[src/rtl/turbo_deinterleaver.sv]
// rtl/turbo_deinterleaver.sv - QPP block de-interleaver with on-the-fly permutation recursion
module turbo_deinterleaver #(
    parameter int K  = 40,
    parameter int F1 = 3,
    parameter int F2 = 10
) (
    input  logic        clk,
    input  logic        reset,
    input  logic        data_in,
    input  logic [3:0]  control_bus_in,
    output logic        data_out,
    output logic [3:0]  control_bus_out,
    output logic [12:0] addr_out
);

    localparam int AW       = $clog2(K);
    // Recursion seeds reduced at elaboration with the same single conditional subtract
    localparam int G0_SUM   = F1 + F2;
    localparam int G0       = (G0_SUM >= K) ? G0_SUM - K : G0_SUM;
    localparam int INC_SUM  = 2 * F2;
    localparam int INC      = (INC_SUM >= K) ? INC_SUM - K : INC_SUM;
    localparam int G1_SUM   = G0 + INC;
    localparam int G1       = (G1_SUM >= K) ? G1_SUM - K : G1_SUM;

    localparam logic [13:0] K_W     = 14'(K);
    localparam logic [12:0] K_END   = 13'(K);
    localparam logic [12:0] K_LAST  = 13'(K - 1);
    localparam logic [12:0] G0_W    = 13'(G0);
    localparam logic [12:0] G1_W    = 13'(G1);
    localparam logic [12:0] INC_W   = 13'(INC);

    typedef enum logic [1:0] {
        S_IDLE  = 2'd0,
        S_WRITE = 2'd1,
        S_READ  = 2'd2
    } state_t;

    state_t      r_state;
    logic [12:0] r_i;       // beats written in the current block
    logic [12:0] r_pi;      // write address for the next beat
    logic [12:0] r_g;       // first difference of pi
    logic [12:0] r_j;       // read address
    logic        r_data;
    logic        r_valid;
    logic        r_sob;
    logic        r_eob;
    logic        r_busy;
    logic        r_mem [0:K-1];

    logic        w_valid;
    logic        w_sob;
    logic        w_collecting;
    logic        w_start;
    logic        w_beat;
    logic        w_we;
    logic [12:0] w_waddr;
    logic [13:0] w_pi_sum;
    logic [13:0] w_pi_red;
    logic [13:0] w_g_sum;
    logic [13:0] w_g_red;
    logic        w_unused;

    assign w_valid      = control_bus_in[0];
    assign w_sob        = control_bus_in[1];
    // The cycle after the final beat is still WRITE (r_i == K) but no longer accepts input
    assign w_collecting = (r_state == S_WRITE) && (r_i != K_END);
    assign w_start      = w_valid && w_sob && ((r_state == S_IDLE) || w_collecting);
    assign w_beat       = w_valid && !w_sob && w_collecting;
    assign w_we         = w_start || w_beat;
    assign w_waddr      = w_start ? 13'd0 : r_pi;

    // pi and g advance by one add and at most one subtract of K
    assign w_pi_sum = {1'b0, r_pi} + {1'b0, r_g};
    assign w_pi_red = (w_pi_sum >= K_W) ? (w_pi_sum - K_W) : w_pi_sum;
    assign w_g_sum  = {1'b0, r_g} + {1'b0, INC_W};
    assign w_g_red  = (w_g_sum >= K_W) ? (w_g_sum - K_W) : w_g_sum;

    assign w_unused = &{1'b0, control_bus_in[3:2], w_pi_red[13], w_g_red[13]};

    // Block buffer write port; contents need no reset
    always_ff @(posedge clk) begin
        if (w_we) begin
            r_mem[w_waddr[AW-1:0]] <= data_in;
        end
    end

    // Control FSM: collect a block, then stream it out in natural order
    always_ff @(posedge clk or posedge reset) begin
        if (reset) begin
            r_state <= S_IDLE;
            r_i     <= '0;
            r_pi    <= '0;
            r_g     <= '0;
            r_j     <= '0;
            r_data  <= 1'b0;
            r_valid <= 1'b0;
            r_sob   <= 1'b0;
            r_eob   <= 1'b0;
            r_busy  <= 1'b0;
        end else begin
            case (r_state)
                S_IDLE: begin
                    if (w_start) begin
                        r_i     <= 13'd1;
                        r_pi    <= G0_W;
                        r_g     <= G1_W;
                        r_state <= S_WRITE;
                    end
                end
                S_WRITE: begin
                    if (r_i == K_END) begin
                        r_i     <= '0;
                        r_pi    <= '0;
                        r_g     <= '0;
                        r_j     <= '0;
                        r_busy  <= 1'b1;
                        r_state <= S_READ;
                    end else if (w_start) begin
                        r_i  <= 13'd1;
                        r_pi <= G0_W;
                        r_g  <= G1_W;
                    end else if (w_beat) begin
                        r_i  <= r_i + 13'd1;
                        r_pi <= w_pi_red[12:0];
                        r_g  <= w_g_red[12:0];
                    end
                end
                S_READ: begin
                    if (r_j != K_END) begin
                        r_data  <= r_mem[r_j[AW-1:0]];
                        r_valid <= 1'b1;
                        r_sob   <= (r_j == 13'd0);
                        r_eob   <= (r_j == K_LAST);
                        r_j     <= r_j + 13'd1;
                    end else begin
                        r_data  <= 1'b0;
                        r_valid <= 1'b0;
                        r_sob   <= 1'b0;
                        r_eob   <= 1'b0;
                        r_busy  <= 1'b0;
                        r_j     <= '0;
                        r_state <= S_IDLE;
                    end
                end
                default: begin
                    r_state <= S_IDLE;
                end
            endcase
        end
    end

    assign data_out        = r_data;
    assign control_bus_out = {r_busy, r_eob, r_sob, r_valid};
    assign addr_out        = r_pi;

endmodule

[config.mk]
export PLATFORM = sky130hd
export DESIGN_NAME = turbo_deinterleaver
export DESIGN_NICKNAME = d
export VERILOG_FILES = /design/src/rtl/turbo_deinterleaver.sv
export SDC_FILE = /design/constraint.sdc
export NUM_CORES = 1
export LEC_CHECK = 0
export ABC_CLOCK_PERIOD_IN_PS = 4200
export BUFFER_PORTS_ARGS = -buffer_cell sky130_fd_sc_hd__buf_4
export CAP_MARGIN = 20
export CORE_ASPECT_RATIO = 0.7
export CORE_MARGIN = 3
export CORE_UTILIZATION = 30
export DETAILED_ROUTE_END_ITERATION = 8
export GPL_ROUTABILITY_DRIVEN = 1
export PLACE_DENSITY = 0.48
export SYNTH_ARGS = -nofsm -noshare
export SYNTH_HDL_FRONTEND = slang
export SYNTH_SLANG_ARGS = --single-unit
[constraint.sdc]
create_clock -name clk -period 4.2 [get_ports clk]
set_input_delay 0.42 -clock clk [delete_from_list [all_inputs] [get_ports clk]]
set_output_delay 0.42 -clock clk [all_outputs]
set_load 0.01 [all_outputs]
* Yosys cells after proc, flatten, opt, wreduce, memory -nomap -nowiden
Memory sizes are Yosys's and may differ from the RTL's.
Index checks and enable logic that the tools add are counted.
** Storage, ports and cells
- RAM bits :: 40
- Input bits :: 7
- Memories :: 1
- Flip-flop bits (word level) :: 59
** Operators by class
- Eq/ne operators :: 10
- Order comparisons :: 2
- Mux-type cells :: 34
- Reductions and logical operators :: 16
- Add/sub/neg operators :: 6
** Memories
- r_mem :: words 40, width 1, rd ports 1, clocked after Yosys merged registers in 0, write ports 1, line 48 : logic r_mem [0:K-1];
** Operators with widths (number)
- 13-bit 2-to-1 mux :: 16
- 13-bit case mux with 2 select lines :: 4
- 14-bit by 6-bit greater-or-equal comparator with 1-bit output (second input constant) :: 2
- 13-bit by 1-bit adder with 13-bit output (second input constant) :: 2
- 13-bit by 6-bit == test with 1-bit output (second input constant) :: 2
- 13-bit by 6-bit inequality test with 1-bit output (second input constant) :: 2
- 13-bit by 6-bit subtractor with 13-bit output (second input constant) :: 2
- 13-bit by 13-bit adder with 14-bit output :: 1
- 13-bit by 5-bit adder with 14-bit output (second input constant) :: 1
- 13-bit logical NOT :: 1
- 3-bit AND reduction :: 3
- 1-bit 2-to-1 mux :: 8
- 2-bit 2-to-1 mux :: 3
- 6-bit 2-to-1 mux :: 1
- 2-bit case mux with 3 select lines :: 1
- 1-bit logical AND :: 5
- 2-bit inequality test (second input constant) :: 2
- 4-bit by 3-bit inequality test with 1-bit output (second input constant) :: 1
- 2-bit nonzero test :: 2
- 2-bit by 1-bit == test with 1-bit output (second input constant) :: 1
- 2-bit == test (second input constant) :: 1
- 2-bit logical NOT :: 1
- 1-bit logical OR :: 2
- 2-bit by 1-bit inequality test with 1-bit output (second input constant) :: 1
- other kinds (3) :: 3

* Logic depth before layout (Yosys ltp)
Gate-level depths: netlist (run 1).
- Word-level depth :: 7
- Mapped depth :: 11
- Mapped depth without buffers :: 10

* Worst setup path after synthesis (run 1)
Ideal clock, no wire load.
- Path type :: register -> register
- Start :: register r_pi[2], in the netlist addr_out[2]
- End :: register r_pi[5], in the netlist addr_out[5]
- Slack :: 1082 ps
- Setup time :: 122 ps
- Arrival time :: 2996 ps
- Stages on the path, launching flop included :: 10
- Path buffers :: 0
- Cells stage by stage :: dfrtp_1 ha_1 a31o_2 o221ai_2 a211oi_1 or3_1 a2111o_1 nor4b_4 o21ai_0 a32o_1
** Between the ends
- Cells in the longest elaborated chain, start to end :: 7
** RTL lines
- from (decl) :: line 40 : logic [12:0] r_pi;
- from (signal assigned) :: line 124 : r_pi <= w_pi_red[12:0];
- 13-bit by 13-bit adder with 14-bit output * :: line 73 : assign w_pi_sum = {1'b0, r_pi} + {1'b0, r_g};
- 13-bit by 6-bit subtractor with 13-bit output / 14-bit by 6-bit greater-or-equal comparator with 1-bit output (equally long branches) :: line 74 : assign w_pi_red = (w_pi_sum >= K_W) ? (w_pi_sum - K_W) : w_pi_sum;
- 13-bit 2-to-1 mux * :: line 74
- 13-bit 2-to-1 mux * :: line 122 : end else if (w_beat) begin
- 13-bit 2-to-1 mux * :: line 118 : end else if (w_start) begin
- 13-bit 2-to-1 mux * :: line 111 : if (r_i == K_END) begin
- 13-bit case mux with 2 select lines * :: line 101 : case (r_state)
Mark *: on every way between the ends. The rest lies on a longest branch, timed or not. The select of a mux whose other input is x is not followed.
A chain may end at the register's enable or synchronous reset.

* Worst setup path in the final report (run 1)
- Start :: register r_g[2]
- End :: register r_pi[5], in the netlist addr_out[5]
** Between the ends
- Cells in the longest elaborated chain, start to end :: 7
** RTL lines
- from (decl) :: line 41 : logic [12:0] r_g;
- from (signal assigned) :: line 125 : r_g <= w_g_red[12:0];
- 13-bit by 13-bit adder with 14-bit output * :: line 73
- 13-bit by 6-bit subtractor with 13-bit output / 14-bit by 6-bit greater-or-equal comparator with 1-bit output (equally long branches) :: line 74
- 13-bit 2-to-1 mux * :: line 74
- 13-bit 2-to-1 mux * :: line 122
- 13-bit 2-to-1 mux * :: line 118
- 13-bit 2-to-1 mux * :: line 111
- 13-bit case mux with 2 select lines * :: line 101
Marks and branches as above.

==> flow_summary.toml, run 1 <==
[run_status]
status = "finished, final reports clean"

[floorplanning]
die_h_um = 123.3
start_util_pct = 30.91
top_level_ports = 25
die_area_sq_mm = 0.02140
core_sq_mm = 0.01908
rows = 42
die_x_um = 173.6

[grt]
grt_pass1_vias = 4589
grt_max_degree = 59
grt_overflow = 0
grt_pass1_wl_mm = 25.46
grt_usage_pct = 15.00
antenna_found_initial = 0

[yosys]
synth_common_cells = "nor2_1, dfrtp_1, nand2_1"
ys_warn_count = 0
yosysMostFrequentCell = "nor2_1"
synth_nets = 623
synth_top_area_share_pct = 24.61
ys_seq_elements = 98
synth_area_leaders = "dfrtp_1, edfxtp_1, nor2_1"
synth_top_cell_by_area = "dfrtp_1"
synth_area_per_cell_sq_um = 9.911
synthFlopType = "dfrtp_1"
synth_enable_flop_cells = 40
syn-cell-area_sq_mm = 0.005897
yosysUniqueCellTypes = 73
synthCells = 595
yosysSeqAreaShare_pct = 44.98
async_flop_share_pct = 59.18

[clock_network]
cts_buffers = 9
cts_setup_buffers = 0
cts_tree = "yes"
clock_sinks = 98
path_clk_slew_ns = 0.08
hold_buffers = 0
cts_resized = 0
clk_latency_ns = 0.36
cts_max_path_buffers = 2
root_buffer = "clkbuf_16"
htreeDepth = 3

[setup_path]
cp-start-kind = "flip-flop"
end_kind = "flip-flop"
r2r_start = "r_g[2]"
required_ns = 4.45
crit_type = "flip-flop to flip-flop"
path_max_fanout = 10
rr_worst_depth = 9
crit_arrival_ns = 3.72
crit_start = "r_g[2]"

[sta]
finalSetupTns_ns = 0
min_period_ns = 3.467
fin_crit_sh_pct = 82.54
setup_viol = 0
rsz0062_at_grt = "false"
finalMaxSlewViolations = 0
fin_ws_ns = 0.7333
timing.fmax_mhz = 288.5
hold_viol = 0
maxSlewHeadroom_pct = 44.49
skew_ns = 0.01259
worstMarginPinSlew_ns = 0.8296

[cells_and_area]
syn_to_final_growth_pct = 11.44
n_antenna_cell = 0
drive_above_1_share_pct = 12.15
layout.nets = 632

[route]
wirelength_mm = 15.32
wl_per_cell_um = 17.55
routed_via_density = 5.393
drtIter0Drc = 356
drc = 0
first_pass_iters = 5
num_vias = 4708
postRouteAntennaNets = 0

[worst_hold_path]
hold_class = "input pin to asynchronous set/reset pin"

[place]
io_buffer_count = 22
dp_slack_ns = 0.7786
gp_congestion = 0.8334
place_hpwl_mm = 10.71

[flow_run]
drv_cap = 0

[power]
total_power_mw = 3.692
p_leak_nw = 2.577
p_per_area_mw_per_mm2 = 561.8
ir_drop_uv = 302.1
==> report_power, final <==
group	internal, mW	switching (mW)	total, mW
registers	1.09	0.181	1.27
clock network	0.421	0.416	0.837
logic	0.640	0.948	1.59
total	2.15	1.55	3.69
==> area by class of cell <==
| class | instances | area, sq um |
|---|---|---|
| clock buffers | 9 | 225.2 |
| inverters | 11 | 41.29 |
| repair buffers | 28 | 210.2 |
| multi-input cells | 456 | 3044 |
| flip-flops and latches | 98 | 2653 |
| well taps | 264 | 330.3 |
| clock inverters | 7 | 67.56 |
| fillers | 1949 | 12500 |
==> cell usage in the layout (no fill, tap or decap), drive strengths merged, types with 16 or more instances in the layout <==
cell type,count
buf,28
nand2,50
nand3,27
inv,16
nor2,81
xor2,16
edfxtp,40
o21ai,48
a21oi,22
ha,21
dfrtp,58
==> worst paths after layout <==
| check | to | slack [ns] |
|---|---|---|
| setup reg to reg | addr_out[5] | 0.73 |
| hold reg to reg | data_out | 0.50 |
| hold / removal | addr_out[10] | 0.29 |
| setup / recovery | addr_out[5] | 0.73 |
| max in group asynchronous | r_i[10] | 3.36 |
| min in group clk | data_out | 0.50 |
==> registers in the layout, summed over array words and instances (netlist names), 2 cells and up <==
| name | flops |
|---|---|
| r_mem | 40 |
| addr_out | 13 |
| r_g | 12 |
| r_i | 13 |
| r_state | 2 |
| r_j | 13 |
==> per-layer routing <==
metal,global-route usage [%],up-vias,share of wire (%)
li1,-,2245,-
met1,23.40,2347,54
met2,20.83,101,41
met3,2.947,15,3.5
met4,4.217,0,1.2
met5,0,-,0
==> logic make-up (layout without fill, tap and decap cells) <==
family	Yosys count	after routing	share of synthesized area (%)
AO/OA/AOI/OAI	150	150	17.31
XOR/XNOR	31	31	4.604
adder cells (fa/ha/maj)	21	21	4.456
buffers and inverters	41	55	3.501
flip-flops	98	98	44.98
multiplexers	16	16	5.283
AND/OR/NAND/NOR	238	238	19.86
==> worst max-delay path: stages, from the launching register on <==
cell and delay (ns):
dfrtp_1 0.55, ha_1 0.34, a31o_2 0.29, o22a_1 0.26
xnor2_1 0.42, a21oi_1 0.21, a2111o_1 0.39, nor4b_4 0.48
o21ai_0 0.13, a32o_1 0.29
==> through the flow <==
step	hold WS, ns	cell area (sq um)	util, %	instances
global route	0.3665	6571	34.45	873
finish	0.2934	6571	34.45	873
global placement	0.4832	6279	32.91	857
CTS	0.3321	6571	34.45	873
detailed placement	0.4903	6279	32.91	857
floorplan	0.4498	5897	-	595
Power figures use the tool's default switching activity.
==> run 2: changes to the inputs <==
--- a/config.mk
+++ b/config.mk
@@ -5,7 +5,7 @@
 export SDC_FILE = /design/constraint.sdc
 export NUM_CORES = 1
 export LEC_CHECK = 0
-export ABC_CLOCK_PERIOD_IN_PS = 4200
+export ABC_CLOCK_PERIOD_IN_PS = 3600
 export BUFFER_PORTS_ARGS = -buffer_cell sky130_fd_sc_hd__buf_4
 export CAP_MARGIN = 20
 export CORE_ASPECT_RATIO = 0.7
==> constraint.sdc (replaced) <==
create_clock -name clk -period 3.6 [get_ports clk]
set_input_delay 0.36 -clock clk [delete_from_list [all_inputs] [get_ports clk]]
set_output_delay 0.36 -clock clk [all_outputs]
set_load 0.01 [all_outputs]
==> run 2 against run 1 <==
First-iteration DRC count increased by 31%. Combinational power increased by 23%. Register-to-register slack got worse by 0.44 ns. Critical endpoint unchanged. Setup slack got worse by 0.44 ns. Non-clock buffer count increased by 9. Wire length decreased by 2.1%. Clock skew increased by 0.00076 ns.
==> flow_summary.toml, run 2 (synthesis gave the netlist of run 1 again) <==
[clock_network]
cts_resized = 0
cts_buffers = 9
clock_sinks = 98
clk_latency_ns = 0.36
hold_buffers = 0
path_clk_slew_ns = 0.08
htreeDepth = 3
root_buffer = "clkbuf_16"
cts_setup_buffers = 0
cts_tree = "yes"
cts_max_path_buffers = 2

[power]
p_seq_share_pct = 33.2
power_frac_comb_pct = 44.8
power.switching_mw = 1.800
ir_drop_uv = 291.8
pwr-share-clk_pct = 21.9
internal_power_mw = 2.539
p_leak_nw = 2.628
swShare_pct = 41.49
p_per_area_mw_per_mm2 = 652.5
total_power_mw = 4.339

[grt]
grt_overflow = 0
grt.met2_usage_pct = 20.76
grt_pass1_vias = 4492
antenna_found_initial = 0
grt_max_degree = 43
grt_pass1_wl_mm = 24.73
grt_usage_pct = 14.68
use_met3_pct = 3.346
grt.busiest_layer = "met1"
use_met1_pct = 22.46

[place]
placed_cell_area_sq_mm = 0.006339
gp_congestion = 0.8179
dp_slack_ns = 0.3250
place_hpwl_mm = 10.68
io_buffer_count = 22
place_inst = 865

[cells_and_area]
drive_above_1_share_pct = 13.43
n_antenna_cell = 0
layout.nets = 641
final_cell_mix = "nor2_1, dfrtp_1, nand2_1"
fin_area_sq_mm = 0.006650
largest_reg_flops = 40
final_cell_count_no_fill = 882
layout_commonest_cell = "nor2_1"
syn_to_final_growth_pct = 12.77

[route]
wirelength_mm = 14.99
postRouteAntennaNets = 0
routed_via_density = 5.252
num_vias = 4632
wl_per_cell_um = 16.99
first_pass_iters = 5
drtIter0Drc = 466
drc = 0

[setup_path]
regToRegSetupSlack_ns = 0.29
required_ns = 3.86
end_kind = "flip-flop"
cp-start-kind = "flip-flop"
crit_type = "flip-flop to flip-flop"
crit_arrival_ns = 3.56
path_max_fanout = 8

[sta]
worstMarginPinSlew_ns = 0.7209
hold_viol = 0
rsz0062_at_grt = "false"
maxSlewHeadroom_pct = 51.77
fin_crit_sh_pct = 91.85
min_period_ns = 3.306
finalSetupTns_ns = 0
finalMaxSlewViolations = 0
timing.fmax_mhz = 302.4
skew_ns = 0.01335
fin_ws_ns = 0.2935
setup_viol = 0

[run_status]
status = "finished, final reports clean"

[floorplanning]
start_util_pct = 30.91
top_level_ports = 25
die_x_um = 173.6
die_h_um = 123.3
die_area_sq_mm = 0.02140
rows = 42
core_sq_mm = 0.01908

[worst_hold_path]
hold_class = "input pin to asynchronous set/reset pin"

[flow_run]
drv_cap = 0
[run 2: per-stage QoR]
stage | hold WS, ns | util, %
after floorplan | 0.4498 | -
after global placement | 0.4799 | 33.23
after detailed placement | 0.4773 | 33.23
after CTS | 0.2720 | 34.72
after global routing | 0.08605 | 34.86
final | 0.05420 | 34.86
[run 2: path summary, 6_finish.rpt]
check	startpoint	to	cells after the start
worst min-delay path	reset	addr_out[8]	2
min in group clk	data_in	r_mem[35]	1
max in group asynchronous	reset	r_i[8]	4
worst min register to register	r_eob	r_eob	2
worst max register to register	addr_out[0]	addr_out[5]	10
worst max-delay path	addr_out[0]	addr_out[5]	10
[run 2: layer usage]
layer | routed length (um) | vias up | part of all wire [%]
li1 | - | 2266 | -
met4 | 198 | 0 | 1.3
met3 | 739 | 14 | 4.9
met1 | 8019 | 2241 | 54
met5 | 0 | - | 0
met2 | 6031 | 111 | 40
[run 2: power groups by stage]
| stage | Combinational [mW] | Sequential, mW | Clock [mW] |
|---|---|---|---|
| finish | 1.95 | 1.44 | 0.952 |
| global route | 2.15 | 1.46 | 1.04 |
| CTS | 1.93 | 1.44 | 0.988 |
| detailed placement | 1.91 | 1.46 | 0 |
| global placement | 1.91 | 1.46 | 0 |
| floorplan | 1.47 | 1.41 | 0 |
[run 2: area by class of cell]
cell class | count | area [sq um]
repair buffers | 37 | 297.8
flip-flops and latches | 98 | 2653
clock inverters | 7 | 58.81
inverters | 11 | 41.29
clock buffers | 9 | 225.2
multi-input cells | 456 | 3044
fillers | 1931 | 12430
well taps | 264 | 330.3
[run 2: worst max-delay path: stages (launching register included)]
cell and delay (ns):
dfrtp_1 0.48, ha_1 0.28, ha_1 0.22, a21o_1 0.19, and4_1 0.24, or2_2 0.34, a221oi_1 0.34, xnor2_1 0.30
nor4b_4 0.12, or3_2 0.44, a32o_1 0.25
==> run 3: changes to the inputs <==
--- a/config.mk
+++ b/config.mk
@@ -5,6 +5,7 @@
 export SDC_FILE = /design/constraint.sdc
 export NUM_CORES = 1
 export LEC_CHECK = 0
+export ABC_AREA = 1
 export ABC_CLOCK_PERIOD_IN_PS = 3600
 export BUFFER_PORTS_ARGS = -buffer_cell sky130_fd_sc_hd__buf_4
 export CAP_MARGIN = 20
==> run 3 against run 2 <==
Global-route usage increased by 0.74 points. Sequential power about the same. Via count increased by 17%. Area after synthesis increased by 5.7%. Sequential share of layout area decreased by 1.8 points. Clock skew decreased by 0.0035 ns. Largest cell class unchanged. Critical path depth increased by 5. Worst hold slack improved by 0.10 ns. Critical endpoint is now addr_out[3]. Cell area increased by 4.7%. Wire length increased by 11%. Maximum frequency increased by 22%. Clock-buffer cell count unchanged.
==> flow_summary.toml, run 3 <==
[yosys]
synthFlopType = "dfrtp_1"
synth_common_cells = "nand2_1, nor2_1, inv_1"
synth_compound_area_share_pct = 9.695
synthCells = 836
synth_top_family_by_area = "simple AND/OR/NAND/NOR gates"
synth_top_cell_by_area = "dfrtp_1"
synthSimpleGateAreaFrac_pct = 33.14
synth_area_per_cell_sq_um = 7.456
synth_top_area_share_pct = 23.28
synth_nets = 864
synth_mux_area_share_pct = 0
yosysMostFrequentCell = "nand2_1"
yosysUniqueCellTypes = 45
ys_seq_elements = 98
synth_area_leaders = "dfrtp_1, edfxtp_1, nand2_1"
synth_enable_flop_cells = 40
syn-cell-area_sq_mm = 0.006233
synthAdderAreaFrac_pct = 4.215
ys_warn_count = 0
synth-xor-area-share_pct = 2.629
async_flop_share_pct = 59.18
yosysSeqAreaShare_pct = 42.55

[route]
routed_via_density = 4.811
drtIter0Drc = 383
wirelength_mm = 16.56
wl_per_cell_um = 14.66
postRouteAntennaNets = 0
num_vias = 5436
drc = 0
first_pass_iters = 5

[setup_path]
crit_arrival_ns = 2.95
end_kind = "flip-flop"
path_max_fanout = 10
crit_chain = "ha_1 > ha_1 > nand2_1 > a21oi_2 > nand2_1 > nand2_1 > nand2_1 > nand2_2 > nand2_1 > nor2_2 > nand3_4 > nand2_1 > nand3_1 > nand2_1 > nand2_1"
cp_num_buf_inv = 0
crit_family = "simple AND/OR/NAND/NOR gates"
cp-start-kind = "flip-flop"
crit_top_cell = "nand2_1"
required_ns = 3.84
max_stage_delay_ns = 0.48
crit_type = "flip-flop to flip-flop"
slowest_stage = "dfrtp_1"

[power]
p_seq_share_pct = 31.0
p_leak_nw = 3.179
ir_drop_uv = 292.4
pwr-share-clk_pct = 20.7
swShare_pct = 46.21
internal_power_mw = 2.512
p_per_area_mw_per_mm2 = 670.7
power.switching_mw = 2.158
power_frac_comb_pct = 48.3

[run_status]
status = "finished, final reports clean"

[place]
io_buffer_count = 22
place_inst = 1114
gp_congestion = 0.8040
place_hpwl_mm = 12.41

[sta]
skew_ns = 0.009830
fin_crit_sh_pct = 75.23
hold_viol = 0
finalSetupTns_ns = 0
min_period_ns = 2.708
finalMaxSlewViolations = 0
worstMarginPinSlew_ns = 0.7824
rsz0062_at_grt = "false"
timing.fmax_mhz = 369.2
maxSlewHeadroom_pct = 47.76
setup_viol = 0

[clock_network]
root_buffer = "clkbuf_16"
clk_latency_ns = 0.35
path_clk_slew_ns = 0.08
cts_resized = 0
cts_setup_buffers = 0
cts_max_path_buffers = 2
clock_sinks = 98
cts_tree = "yes"
hold_buffers = 0
cts_buffers = 9
htreeDepth = 3

[floorplanning]
top_level_ports = 25
die_area_sq_mm = 0.02257
die_h_um = 126.6
rows = 43
start_util_pct = 30.98
die_x_um = 178.3
core_sq_mm = 0.02012

[cells_and_area]
drive_above_1_share_pct = 9.186
largest_reg_flops = 40
n_antenna_cell = 0
syn_to_final_growth_pct = 11.70
final_cell_mix = "nand2_1, nor2_1, inv_1"
regArea_sq_mm = 0.002653
layout.nets = 883
fillers = 2188
layout_commonest_cell = "nand2_1"
multiInputGateArea_sq_mm = 0.003097
final_cell_count_no_fill = 1130

[grt]
grt_overflow = 0
antenna_found_initial = 0
grt_usage_pct = 15.42
grt_pass1_wl_mm = 27.66
grt_pass1_vias = 5021
grt_max_degree = 41

[worst_hold_path]
hold_class = "input pin to asynchronous set/reset pin"

[flow_run]
drv_cap = 0
run 3: cell count changes in the layout (fill, tap and decap cells not counted), moves of 10 or more:
cell     change
xnor2_1     -11
mux4_2      -12
buf_4       -10
nand2_1    +178
o22ai_1     +16
nand3_1     +33
nor2_1      +31
inv_1       +89
nand4_1     +14
run 3: through the flow:
stage / hold WS, ns / utilization (%) / total power, mW / instance area (sq um) / worst slack [ns]
after floorplan: 0.4476 / - / 3.110 / 6233 / 1.373
after global placement: 0.4722 / 33.18 / 3.705 / 6676 / 0.9997
after detailed placement: 0.4756 / 33.18 / 3.713 / 6676 / 0.9484
after CTS: 0.1866 / 34.60 / 4.698 / 6963 / 0.9043
after global routing: 0.2300 / 34.60 / 5.101 / 6963 / 0.5930
final: 0.1538 / 34.60 / 4.670 / 6963 / 0.8916
run 3: worst paths after layout:
| kind | start | to | slack, ns | cells after the start |
|---|---|---|---|---|
| worst max-delay path | addr_out[0] | addr_out[3] | 0.89 | 15 |
| worst min-delay path | reset | r_valid | 0.15 | 2 |
| worst max register to register | addr_out[0] | addr_out[3] | 0.89 | 15 |
| worst min register to register | data_out | data_out | 0.49 | 2 |
| max in group asynchronous | reset | addr_out[6] | 2.61 | 3 |
| min in group clk | control_bus_in[0] | r_state[0] | 0.43 | 5 |
run 3: worst register-to-register path: cells and delay by family (launching register included):
kind | cells | cell delay (ns)
flops | 1 | 0.48
simple gates | 12 | 1.28
fa+ha+maj | 2 | 0.58
compound gates | 1 | 0.24
run 3: cell type report:
type,count,share of cell area [%]
clock buffer,9,3.235
clock inverter,7,0.8805
inverter,105,5.660
multi-input combinational,615,44.47
sequential,98,38.10
tap,270,4.852
timing repair buffer,26,2.803
run 3: per-layer routing:
metal	share of wire [%]	vias to the layer above	GRT usage (%)	wire [um]
li1	-	2776	-	-
met1	57	2575	25.63	9513
met2	38	76	20.43	6373
met3	3.3	9	2.633	539
met4	0.83	0	3.022	137
met5	0	-	0	0
run 3: cell families (layout without fill, tap and decap cells):
| kind of cell | Yosys count | in the layout |
|---|---|---|
| and+or+nand+nor | 471 | 471 |
| buffers and inverters | 123 | 147 |
| AOI/OAI and AO/OA | 106 | 106 |
| DFF | 98 | 98 |
| adders and majority gates | 21 | 21 |
| xor gates and xnor gates | 17 | 17 |
run 3: power groups by stage:
| stage | Combinational (mW) | Sequential (mW) | Clock, mW |
|---|---|---|---|
| final | 2.25 | 1.45 | 0.969 |
| after global routing | 2.59 | 1.47 | 1.04 |
| after CTS | 2.25 | 1.45 | 1.00 |
| after detailed placement | 2.24 | 1.47 | 0 |
| after global placement | 2.23 | 1.47 | 0 |
| after floorplan | 1.68 | 1.43 | 0 |
